$ cat config.mk
export PLATFORM = sky130hd
export DESIGN_NAME = halt_dump_ctrl
export DESIGN_NICKNAME = d
export VERILOG_FILES = /design/src/rtl/dump_pkg.sv /design/src/rtl/halt_dump_ctrl.sv
export SDC_FILE = /design/constraint.sdc
export NUM_CORES = 1
export LEC_CHECK = 0
export BUFFER_PORTS_ARGS = -buffer_cell sky130_fd_sc_hd__buf_4
export CORE_UTILIZATION = 30
export CTS_CLUSTER_SIZE = 20
export DETAILED_ROUTE_END_ITERATION = 10
export HOLD_SLACK_MARGIN = 0.02
export MAX_ROUTING_LAYER = met4
export PLACE_DENSITY = 0.56
export REMOVE_ABC_BUFFERS = 1
export SETUP_SLACK_MARGIN = 0.1
export SYNTH_ARGS = -nofsm -noshare
export SYNTH_HDL_FRONTEND = slang
export SYNTH_SLANG_ARGS = --single-unit
$ cat constraint.sdc
create_clock -name clk -period 4.9 [get_ports clk]
set_input_delay 0.245 -clock clk [delete_from_list [all_inputs] [get_ports clk]]
set_output_delay 0.245 -clock clk [all_outputs]
set_load 0.05 [all_outputs]
$ cat src/rtl/dump_pkg.sv
// Shared types and constants for the halt-detect / data-memory dump controller.
package dump_pkg;

  typedef enum logic [2:0] {
    RUN,
    ISSUE,
    WAIT,
    SEND,
    DONE
  } dump_state_t;

  localparam logic [31:0] HALT_OPCODE = 32'h0;
  localparam int          WORD_BYTES  = 4;

  // Word index to zero-extended byte address.
  function automatic logic [31:0] wordAddr(input logic [31:0] idx);
    return idx * 32'(WORD_BYTES);
  endfunction

endpackage

$ cat src/rtl/halt_dump_ctrl.sv
// Freezes the core on an all-zero instruction, then streams every data-memory
// word out as an (address, data) pair over a valid/ready interface.
module halt_dump_ctrl
  import dump_pkg::*;
#(
  parameter int DEPTH  = 256,
  parameter int RD_LAT = 0
) (
  input  logic        clk,
  input  logic        rst,
  input  logic [31:0] inst,
  output logic [31:0] mem_addr,
  output logic        mem_rd_en,
  input  logic [31:0] mem_rdata,
  output logic        cpu_hold,
  output logic        dump_valid,
  input  logic        dump_ready,
  output logic [31:0] dump_addr,
  output logic [31:0] dump_data,
  output logic        dump_done
);

  localparam int              IDX_W    = $clog2(DEPTH);
  localparam logic [IDX_W-1:0] LAST_IDX = IDX_W'(DEPTH - 1);

  dump_state_t      state_q;
  logic [IDX_W-1:0] idx_q;
  logic [IDX_W-1:0] idx_d;
  logic [31:0]      mem_addr_q;
  logic             mem_rd_en_q;
  logic             cpu_hold_q;
  logic             dump_valid_q;
  logic [31:0]      dump_addr_q;
  logic [31:0]      dump_data_q;
  logic             dump_done_q;

  assign idx_d = idx_q + 1'b1;

  // All outputs are registered; each transition sets the values seen in the next state.
  always_ff @(posedge clk or posedge rst) begin
    if (rst) begin
      state_q      <= RUN;
      idx_q        <= '0;
      mem_addr_q   <= '0;
      mem_rd_en_q  <= 1'b0;
      cpu_hold_q   <= 1'b0;
      dump_valid_q <= 1'b0;
      dump_addr_q  <= '0;
      dump_data_q  <= '0;
      dump_done_q  <= 1'b0;
    end else begin
      case (state_q)
        RUN: begin
          if (inst == HALT_OPCODE) begin
            state_q     <= ISSUE;
            cpu_hold_q  <= 1'b1;
            mem_rd_en_q <= 1'b1;
            mem_addr_q  <= wordAddr(32'(idx_q));
          end
        end
        ISSUE, WAIT: begin
          // A combinational memory is sampled straight out of ISSUE; a registered one needs WAIT.
          if (state_q == WAIT || RD_LAT == 0) begin
            state_q      <= SEND;
            dump_data_q  <= mem_rdata;
            mem_rd_en_q  <= 1'b0;
            mem_addr_q   <= '0;
            dump_valid_q <= 1'b1;
            dump_addr_q  <= wordAddr(32'(idx_q));
          end else begin
            state_q <= WAIT;
          end
        end
        SEND: begin
          if (dump_valid_q && dump_ready) begin
            dump_valid_q <= 1'b0;
            dump_addr_q  <= '0;
            if (idx_q == LAST_IDX) begin
              state_q     <= DONE;
              dump_done_q <= 1'b1;
            end else begin
              idx_q       <= idx_d;
              state_q     <= ISSUE;
              mem_rd_en_q <= 1'b1;
              mem_addr_q  <= wordAddr(32'(idx_d));
            end
          end
        end
        DONE: begin
          state_q <= DONE;
        end
        default: begin
          state_q <= RUN;
        end
      endcase
    end
  end

  assign mem_addr   = mem_addr_q;
  assign mem_rd_en  = mem_rd_en_q;
  assign cpu_hold   = cpu_hold_q;
  assign dump_valid = dump_valid_q;
  assign dump_addr  = dump_addr_q;
  assign dump_data  = dump_data_q;
  assign dump_done  = dump_done_q;

endmodule

# == Word level (Yosys, flattened, before mapping) ==
# Cells that the tools add are included.
# classes
n_reduce_logical,12
bitwise_logic,1
eq_ne,8
n_mux,16
addsub,1
# op_table
op,n
32-bit 2-to-1 mux,4
32-bit case mux with 3 select lines,1
32-bit case mux with 2 select lines,1
32-bit logical NOT,1
3-bit case mux with 4 select lines,1
3-bit 2-to-1 mux,3
8-bit by 1-bit adder with 8-bit output (second input constant),1
8-bit equality test (second input constant),1
3-bit by 2-bit equality test with 1-bit output (second input constant),2
2-bit != test (second input constant),3
2-bit AND reduction,3
3-bit AND reduction,2
1-bit 2-to-1 mux,4
4-bit AND reduction,1
3-bit by 1-bit equality test with 1-bit output (second input constant),1
3-bit equality test (second input constant),1
3-bit logical NOT,1
1-bit case mux with 3 select lines,1
3-bit nonzero test,1
1-bit case mux with 2 select lines,1
2-bit nonzero test,1
2-bit OR reduction,1
1-bit logical AND,1
1-bit NOT,1
# word_totals
output_inout_bits,100
wordCells,47
regBits,111
in_bits,67

# == Longest topological paths before layout ==
# Gate-level depths: netlist of run 1.
# logic_depth
ltp_word,4
mapped_depth,7
depth_no_buf,6

# == Worst setup path before layout of run 1 ==
# Ideal clock, no wire load.
# synth_path
path_kind,register -> register
start,reg dump_valid_q (netlist: dump_valid)
end,reg idx_q[1]
required_time_ns,4.775
setup_slack_ns,2.865
path_buffers,1
arrival_ns,1.910
period_less_slack_ns,2.035
setup_time_ns,0.125
path_stages_with_launch,6
path_cell_list,dfrtp_1 > nand2_1 > or3_1 > clkbuf_1 > nor2_1 > mux2_2
# synth_between
elab_chain_cells,2
# synth_rtl
item,line,rtl
from (decl),halt_dump_ctrl.sv:32,logic dump_valid_q;
from (signal assigned),halt_dump_ctrl.sv:47,dump_valid_q <= 1'b0;
from (signal assigned),halt_dump_ctrl.sv:68,dump_valid_q <= 1'b1;
from (signal assigned),halt_dump_ctrl.sv:76,dump_valid_q <= 1'b0;
1-bit logical AND,halt_dump_ctrl.sv:75,if (dump_valid_q && dump_ready) begin
3-bit AND reduction (no source line),n/a,
to (signal assigned),halt_dump_ctrl.sv:82,idx_q <= idx_d;
to (decl),halt_dump_ctrl.sv:27,logic [IDX_W-1:0] idx_q;
# No other way between the ends.
# A chain may end at the register's enable or synchronous reset.

# == Worst setup path in the final report of run 1 ==
# layout_path
start,reg state_q[2]
end,reg dump_addr_q[9] (netlist: dump_addr[9])
# layout_between
elab_chain_cells,4
# layout_rtl
item,line,rtl
from (decl),halt_dump_ctrl.sv:26,dump_state_t state_q;
from (signal assigned),halt_dump_ctrl.sv:42,state_q <= RUN;
from (signal assigned),halt_dump_ctrl.sv:55,state_q <= ISSUE;
from (signal assigned),halt_dump_ctrl.sv:64,state_q <= SEND;
3-bit by 2-bit equality test with 1-bit output or 3-bit by 1-bit equality test with 1-bit output (tied branches),halt_dump_ctrl.sv:52,case (state_q)
2-bit OR reduction,halt_dump_ctrl.sv:52,
2-bit nonzero test (no source line),n/a,
2-bit AND reduction (no source line),n/a,
to (signal assigned),halt_dump_ctrl.sv:69,dump_addr_q <= wordAddr(32'(idx_q));
to (decl),halt_dump_ctrl.sv:33,logic [31:0] dump_addr_q;
# Several ways; a longest one is shown, not always the timed one.

==> summary.txt, run 1 <==
Finish
  – P&R area growth vs syn: 33.93%
  – Area of the multi-input gates: 0.001229 mm^2
  – # fillers: 965
  – Layout cells sized above 1: 46.51%
  – Non-filler cells, final: 520
  – Storage cell area: 0.001577 mm^2
  – Number of diodes: 0
  – Layout net count: 451

Place
  – DP Wirelength: 4738 um
  – Placed insts: 505
  – Placer Congestion: 0.8006
  – PortBufs: 118

Die
  – Die height: 103 um
  – # IOs: 167
  – Core area: 0.009819 mm^2
  – Starting Density: 31.17%
  – DIE AREA: 0.01061 mm^2
  – Site Rows: 36
  – Die W: 103 um

Yosys
  – Cell Area, Synth: 0.003060 mm^2
  – Post-synthesis sequential area ratio: 51.51%
  – Top-count cell post-synth: dfrtp_1
  – Commonest cells post-synth: 63 x dfrtp_1, 52 x buf_4, 42 x mux2_2
  – Synth Warn #: 0
  – Most used flip-flop cell after synthesis: dfrtp_1
  – Top cells by area, synth: dfrtp_1 52%, mux2_2 15%, buf_4 13%, a22o_1 2.6%, nand2_1 2.2%
  – Share of the synthesized area in the top cell type: 51.51%
  – Number of synthesized flops with an enable pin: 0
  – Leading area contributor after synthesis: dfrtp_1
  – Synth Instances: 265
  – Synthesized flop and latch total: 63
  – Post-synth cell types: 29
  – Asr flop ratio synth: 100.0%
  – Mean area per synthesized cell: 11.55 um^2

Clocking
  – H-tree depth: 3
  – Clock transition at path regs: 0.07 ns
  – CTS Hold Bufs: 0
  – Clock tree buffer depth: 2
  – Post-CTS Setup Bufs: 0
  – Post-CTS sizing: 0
  – Worst-Skew Late Latency: 0.34 ns
  – Root buffer cell: clkbuf_8
  – Clock Sinks: 63
  – CTS tree: done
  – Cts bufs inserted: 9

GRT
  – Met1 Use GR: 15.92%
  – Grt peak-use layer: met2
  – Met3 GRT Util: 4.814%
  – Met2 Use GR: 20.87%
  – GRT Util Overall: 13.27%
  – First-pass GRT wire length: 10,150 um
  – Initial antenna violation count: 0
  – Largest net degree at the start of global routing: 64
  – Global route overflow: 0
  – Vias in the first global route: 2,055

Min path
  – Hold WC Path Type: primary input to flop

STA
  – Fmax: 487.4 MHz
  – WHS: 0.1344 ns
  – Final Cycle Share: 41.87%
  – RSZ-0062 raised after global routing: false
  – Final hold violations: 0
  – Max Clock Skew: 0.008200 ns
  – Pins over their slew limit: 0
  – Post-layout min period: 2.052 ns
  – Worst slew margin: 47.92%
  – Final setup viols: 0
  – Setup TNS: 0 ns
  – Slew @ Worst Pin: 0.7811 ns

Setup path
  – Worst Setup End Kind: flop
  – CP Max Fanout: 27
  – CP Class: flop to flop
  – CP startpoint kind: flop
  – WP data required: 5.12 ns
  – Worst EP arrival: 2.27 ns

Routing
  – Routed len/inst: 12.41 um
  – DRT Pass-1 Iters: 4
  – Remaining DRCs: 0
  – DRT iter0 DRCs: 61
  – Via density: 4.212
  – Number of antenna-violating nets in the routed design: 0
  – DR vias: 2,190
  – Drt total wl: 6453 um

Flow run
  – Maxcap violations: 0

Power and ir drop
  – Power per Cell Area: 277.6 mW/mm^2
  – Leak: 2.206 nW
  – Maximum vdd drop: 146.2 uV

Run status
  – Run status: finished clean
-- final timing paths --
path	start	endpoint	slack, ns	cells past startpoint
setup reg to reg	state_q[2]$_DFFE_PP0P_	dump_addr[9]$_DFFE_PP0P_	2.85	4
hold reg to reg	dump_done$_DFFE_PP0P_	dump_done$_DFFE_PP0P_	0.47	1
max in group asynchronous	rst	dump_data[18]$_DFFE_PP0P_	4.24	3
min in group asynchronous	rst	dump_data[10]$_DFFE_PP0P_	0.14	3
hold / removal	mem_rdata[1]	dump_data[1]$_DFFE_PP0P_	0.13	2
setup / recovery	state_q[2]$_DFFE_PP0P_	dump_addr[9]$_DFFE_PP0P_	2.85	4
-- worst max-delay path, stage by stage, from the launching register on --
cell and delay, ns:
dfrtp_1 0.54, nor2_4 0.51, buf_4 0.43, nor2_1 0.23
a22o_1 0.22
-- flip-flops by register name, indices dropped and copies added (netlist names) --
| signal | count |
|---|---|
| mem_rd_en | 1 |
| idx_q | 8 |
| state_q | 3 |
| mem_addr | 8 |
| cpu_hold | 1 |
| dump_done | 1 |
| dump_valid | 1 |
| dump_data | 32 |
| dump_addr | 8 |
-- final cells by class --
| class | instances | share of cell area [%] |
|---|---|---|
| repair buffers | 120 | 21.98 |
| clock buffers | 11 | 3.449 |
| multi-input cells | 185 | 29.98 |
| flip-flops and latches | 63 | 38.46 |
| clock inverters | 4 | 1.709 |
| inverters | 4 | 0.3663 |
| well taps | 133 | 4.060 |
-- metal layers --
metal,share of wire (%),wire [um]
met1,44,2831
met2,49,3165
met3,6.1,392
met4,0.99,64
met5,0,0
-- placed cells by master, fill, tap and decap left out, types with 2 or more instances in the layout --
cell       netlist  routed
nand2_1         18      18
nand4_1          3       3
nor4_1           8       8
and4_1           2       2
nor3_1           8       8
inv_1            4       3
clkinv_2         0       2
nand3_1          4       4
clkbuf_8         0      10
dfrtp_1         63      63
a22o_1           9       9
xor2_1           4       4
a21oi_1          4       4
conb_1           1      48
o21ai_0          7       7
mux2i_1          3       3
a21o_1           2       2
mux2_2          42      42
nor2_1          13      12
buf_4           52     120
bufinv_16        0       2
xnor2_1          3       3
-- cells by family after synthesis --
kind of cell / synth area share [%]
buffers and inverters: 14.35
DFF: 51.51
and+or+nand+nor: 9.199
muxes: 16.43
AOI/OAI and AO/OA: 5.969
xor gates and xnor gates: 2.003
adders and majority gates: 0.4088
other: 0.1225
-- metrics by stage --
stage	power [W]	util, %	area (um^2)	setup slack (ns)
4_1_cts	0.001160	41.74	4099	2.795
3_3_place_gp	0.0006606	39.59	3887	2.811
5_1_grt	0.001193	41.74	4099	2.666
3_5_place_dp	0.0006619	39.59	3887	2.818
6_report	0.001138	41.74	4099	2.848
2_1_floorplan	0.0006183	-	2813	1.848
-- power by group --
part            switching, W  total, W  leakage (nW)  internal, W
Sequential     0.00000000861  0.000520         0.875     0.000520
Combinational      0.0000971  0.000131          1.22    0.0000342
Clock               0.000191  0.000487         0.109     0.000296
No activity file was read; power rests on OpenSTA's default activity.
==> run 2: changes to the inputs <==
ABC_AREA = 1   (was default)
PLACE_DENSITY = 0.55   (was 0.56)
clock period = 2.15 ns   (was 4.9 ns; I/O delays follow)
==> summary.txt, run 2 <==
STA
  – Worst slew margin: 57.09% (was 47.92%)
  – WHS: 0.3316 ns (was 0.1344 ns)
  – Final setup viols: 0 (unchanged)
  – Setup TNS: 0 ns (unchanged)
  – RSZ-0062 raised after global routing: false (unchanged)
  – Final Cycle Share: 78.70% (was 41.87%)
  – Max Clock Skew: 0.009447 ns (was 0.008200 ns)
  – Fmax: 591.0 MHz (was 487.4 MHz)
  – Post-layout min period: 1.692 ns (was 2.052 ns)
  – Slew @ Worst Pin: 0.6437 ns (was 0.7811 ns)
  – Final hold violations: 0 (unchanged)
  – Pins over their slew limit: 0 (unchanged)

Power and ir drop
  – Power per Cell Area: 1072 mW/mm^2 (was 277.6 mW/mm^2)
  – Maximum vdd drop: 669.2 uV (was 146.2 uV)
  – Sequential share of power: 33.6% (was 45.7%)
  – Internal power: 0.002748 W (was 0.0008501 W)
  – Switching pwr: 0.002139 W (was 0.0002877 W)
  – Leak: 2.263 nW (was 2.206 nW)
  – Net Sw Frac: 43.77% (was 25.29%)
  – Comb power frac: 45.3% (was 11.5%)
  – Power share of the clock group: 21.1% (was 42.8%)

Setup path
  – Worst Setup End Kind: flop (unchanged)
  – Reg-to-Reg Start: state_q[1]$_DFFE_PP0P_ (was state_q[2]$_DFFE_PP0P_)
  – Slowest stage delay, CP: 0.49 ns (was 0.54 ns)
  – CP Buf/Inv Count: 0 (was 1)
  – Worst EP arrival: 1.91 ns (was 2.27 ns)
  – Worst setup startpoint: state_q[1]$_DFFE_PP0P_ (was state_q[2]$_DFFE_PP0P_)
  – CP startpoint kind: flop (unchanged)
  – CP Max Fanout: 51 (was 27)
  – Reg2reg setup slack: 0.46 ns (was 2.85 ns)
  – CP Class: flop to flop (unchanged)
  – WP data required: 2.37 ns (was 5.12 ns)
  – Slowest-stage cell, CP: nand2_4 (was dfrtp_1)
  – Levels on crit path: 4 (unchanged)
  – Critical path cell sequence: nor2_2, nor2_4, nand2_4, mux2_2 (was nor2_4, buf_4, nor2_1, a22o_1)
  – CP top delay family: simple AND/OR/NAND/NOR gates (unchanged)
  – Reg2reg path depth: 4 (unchanged)

Finish
  – Most common cell after layout, fill and taps aside: buf_4 (unchanged)
  – Most frequent cells in the layout: 118 x buf_4, 63 x dfrtp_1, 62 x nand2_1 (was 120 x buf_4, 63 x dfrtp_1, 48 x conb_1)
  – Layout net count: 544 (was 451)
  – Number of diodes: 0 (unchanged)
  – Layout cells sized above 1: 31.67% (was 46.51%)
  – P&R area growth vs syn: 42.81% (was 33.93%)
  – # fillers: 984 (was 965)
  – Max reg flops: 32 (unchanged)
  – Post-route design area: 0.004558 mm^2 (was 0.004099 mm^2)

Run status
  – Run status: finished clean (unchanged)

Place
  – DP Wirelength: 4972 um (was 4738 um)
  – Placer Congestion: 0.7748 (was 0.8006)
  – PortBufs: 118 (unchanged)
  – Dpl cell area: 0.004030 mm^2 (was 0.003887 mm^2)

Routing
  – Routed len/inst: 11.45 um (was 12.41 um)
  – Number of antenna-violating nets in the routed design: 0 (unchanged)
  – Remaining DRCs: 0 (unchanged)
  – DRT iter0 DRCs: 105 (was 61)
  – Drt total wl: 7054 um (was 6453 um)
  – DRT Pass-1 Iters: 4 (unchanged)
  – Via density: 4.154 (was 4.212)
  – DR vias: 2,559 (was 2,190)

Clocking
  – H-tree depth: 3 (unchanged)
  – Cts bufs inserted: 9 (unchanged)
  – Clock transition at path regs: 0.06 ns (was 0.07 ns)
  – CTS tree: done (unchanged)
  – Root buffer cell: clkbuf_8 (unchanged)
  – Worst-Skew Late Latency: 0.33 ns (was 0.34 ns)
  – Post-CTS sizing: 0 (unchanged)
  – Clock tree buffer depth: 2 (unchanged)
  – Post-CTS Setup Bufs: 0 (unchanged)
  – Clock Sinks: 63 (unchanged)

Yosys
  – Most used flip-flop cell after synthesis: dfrtp_1 (unchanged)
  – Compound-gate portion of the synthesized area: 4.508% (was 5.969%)
  – Leading area contributor after synthesis: dfrtp_1 (unchanged)
  – Top cells by area, synth: dfrtp_1 49%, buf_4 11%, mux2_1 11%, nand2_1 7.3%, nor2_1 3.1% (was dfrtp_1 52%, mux2_2 15%, buf_4 13%, a22o_1 2.6%, nand2_1 2.2%)
  – Synthesized flop and latch total: 63 (unchanged)
  – Share of the synthesized area in the top cell type: 49.39% (was 51.51%)
  – Post-synthesis sequential area ratio: 49.39% (was 51.51%)
  – Commonest cells post-synth: 63 x dfrtp_1, 62 x nand2_1, 48 x buf_4 (was 63 x dfrtp_1, 52 x buf_4, 42 x mux2_2)
  – Synth Area in Simple Gates: 18.62% (was 9.199%)
  – Largest family of logic cells by synthesized area: simple AND/OR/NAND/NOR gates (was multiplexers)
  – Mean area per synthesized cell: 9.943 um^2 (was 11.55 um^2)
  – Post-Synth XOR/XNOR Area: 0.8232% (was 2.003%)
  – Number of synthesized flops with an enable pin: 0 (unchanged)
  – Synth Instances: 321 (was 265)
  – Top-count cell post-synth: dfrtp_1 (unchanged)
  – Asr flop ratio synth: 100.0% (unchanged)
  – Cell Area, Synth: 0.003192 mm^2 (was 0.003060 mm^2)
  – Post-synth cell types: 27 (was 29)
  – Synth Warn #: 0 (unchanged)
  – Adder-Cell Fraction of Synth Area: 0.3920% (was 0.4088%)
  – Post-synthesis mux area share: 11.29% (was 16.43%)

Die
  – Starting Density: 30.92% (was 31.17%)
  – Core area: 0.01032 mm^2 (was 0.009819 mm^2)
  – DIE AREA: 0.01106 mm^2 (was 0.01061 mm^2)
  – Die height: 105.1 um (was 103 um)
  – Site Rows: 37 (was 36)
  – Die W: 105.1 um (was 103 um)
  – # IOs: 167 (unchanged)

Min path
  – Hold Path Depth: 7 (was 2)
  – Beginning of the worst hold path: inst[23] (was mem_rdata[1])
  – Hold WC Path Type: primary input to flop (unchanged)

GRT
  – Initial antenna violation count: 0 (unchanged)
  – First-pass GRT wire length: 11,690 um (was 10,150 um)
  – Largest net degree at the start of global routing: 64 (unchanged)
  – Vias in the first global route: 2,425 (was 2,055)
  – GRT Util Overall: 13.89% (was 13.27%)
  – Global route overflow: 0 (unchanged)

Flow run
  – Maxcap violations: 0 (unchanged)
==> run 2: power by group through the flow <==
stage / Combinational [W] / Sequential (W) / Clock (W)
after global routing: 0.00230 / 0.00169 / 0.00112
after detailed placement: 0.00218 / 0.00167 / 0
after CTS: 0.00223 / 0.00165 / 0.00108
after floorplan: 0.000402 / 0.00275 / 0
final: 0.00222 / 0.00164 / 0.00103
after global placement: 0.00216 / 0.00166 / 0
==> run 2: path summary, 6_finish.rpt <==
check                                            end
max                        dump_data[29]$_DFFE_PP0P_
min                             cpu_hold$_DFFE_PP0P_
max reg2reg                dump_data[29]$_DFFE_PP0P_
min reg2reg                     cpu_hold$_DFFE_PP0P_
max in group asynchronous       cpu_hold$_DFFE_PP0P_
min in group asynchronous  dump_data[31]$_DFFE_PP0P_
==> run 2: layout make-up <==
| class | instances | area [um^2] | share of cell area, % |
|---|---|---|---|
| Sequential cell | 63 | 1577 | 34.59 |
| Timing Repair Buffer | 152 | 1236 | 27.12 |
| Clock buffer | 12 | 155.1 | 3.404 |
| Clock inverter | 3 | 42.54 | 0.9333 |
| Tap cell | 136 | 170.2 | 3.733 |
| Multi-Input combinational cell | 234 | 1318 | 28.90 |
| Inverter | 16 | 60.06 | 1.318 |
==> run 2: cells by family (layout without fill, tap and decap cells) <==
logic type / after synthesis / in the layout
AND/OR/NAND/NOR: 125 / 125
other: 1 / 48
AO/OA/AOI/OAI: 25 / 25
flip-flops: 63 / 63
XOR/XNOR: 3 / 3
buffers and inverters: 71 / 183
adder cells (fa/ha/maj): 1 / 1
multiplexers: 32 / 32
==> run 2: what timing repair did <==
| item | CTS | global route |
|---|---|---|
| hold endpoints to repair | 95 | 0 |
| setup endpoints to repair | 0 | 0 |
| hold buffers | 33 | 0 |
==> run 2: worst min-delay path: cells and delay by family <==
kind                   cells  cell delay, ns
AND/OR/NAND/NOR            5            0.30
AO/OA/AOI/OAI              1            0.15
buffers and inverters      1            0.07
==> run 2: routing by layer <==
metal	GRT usage, %	vias to the layer above	wire [um]
li1	-	1262	-
met1	16.85	1196	3198
met2	22.33	90	3374
met3	3.493	11	384
met4	5.131	0	97
met5	-	-	0
==> run 2: metrics by stage <==
stage	instances	setup WS (ns)	utilization, %	power (W)
floorplan	313	0.4728	-	0.003156
global placement	568	0.4715	39.04	0.003820
detailed placement	568	0.4413	39.04	0.003853
CTS	616	0.4371	44.15	0.004959
global route	616	0.3290	44.15	0.005117
finish	616	0.4580	44.15	0.004887
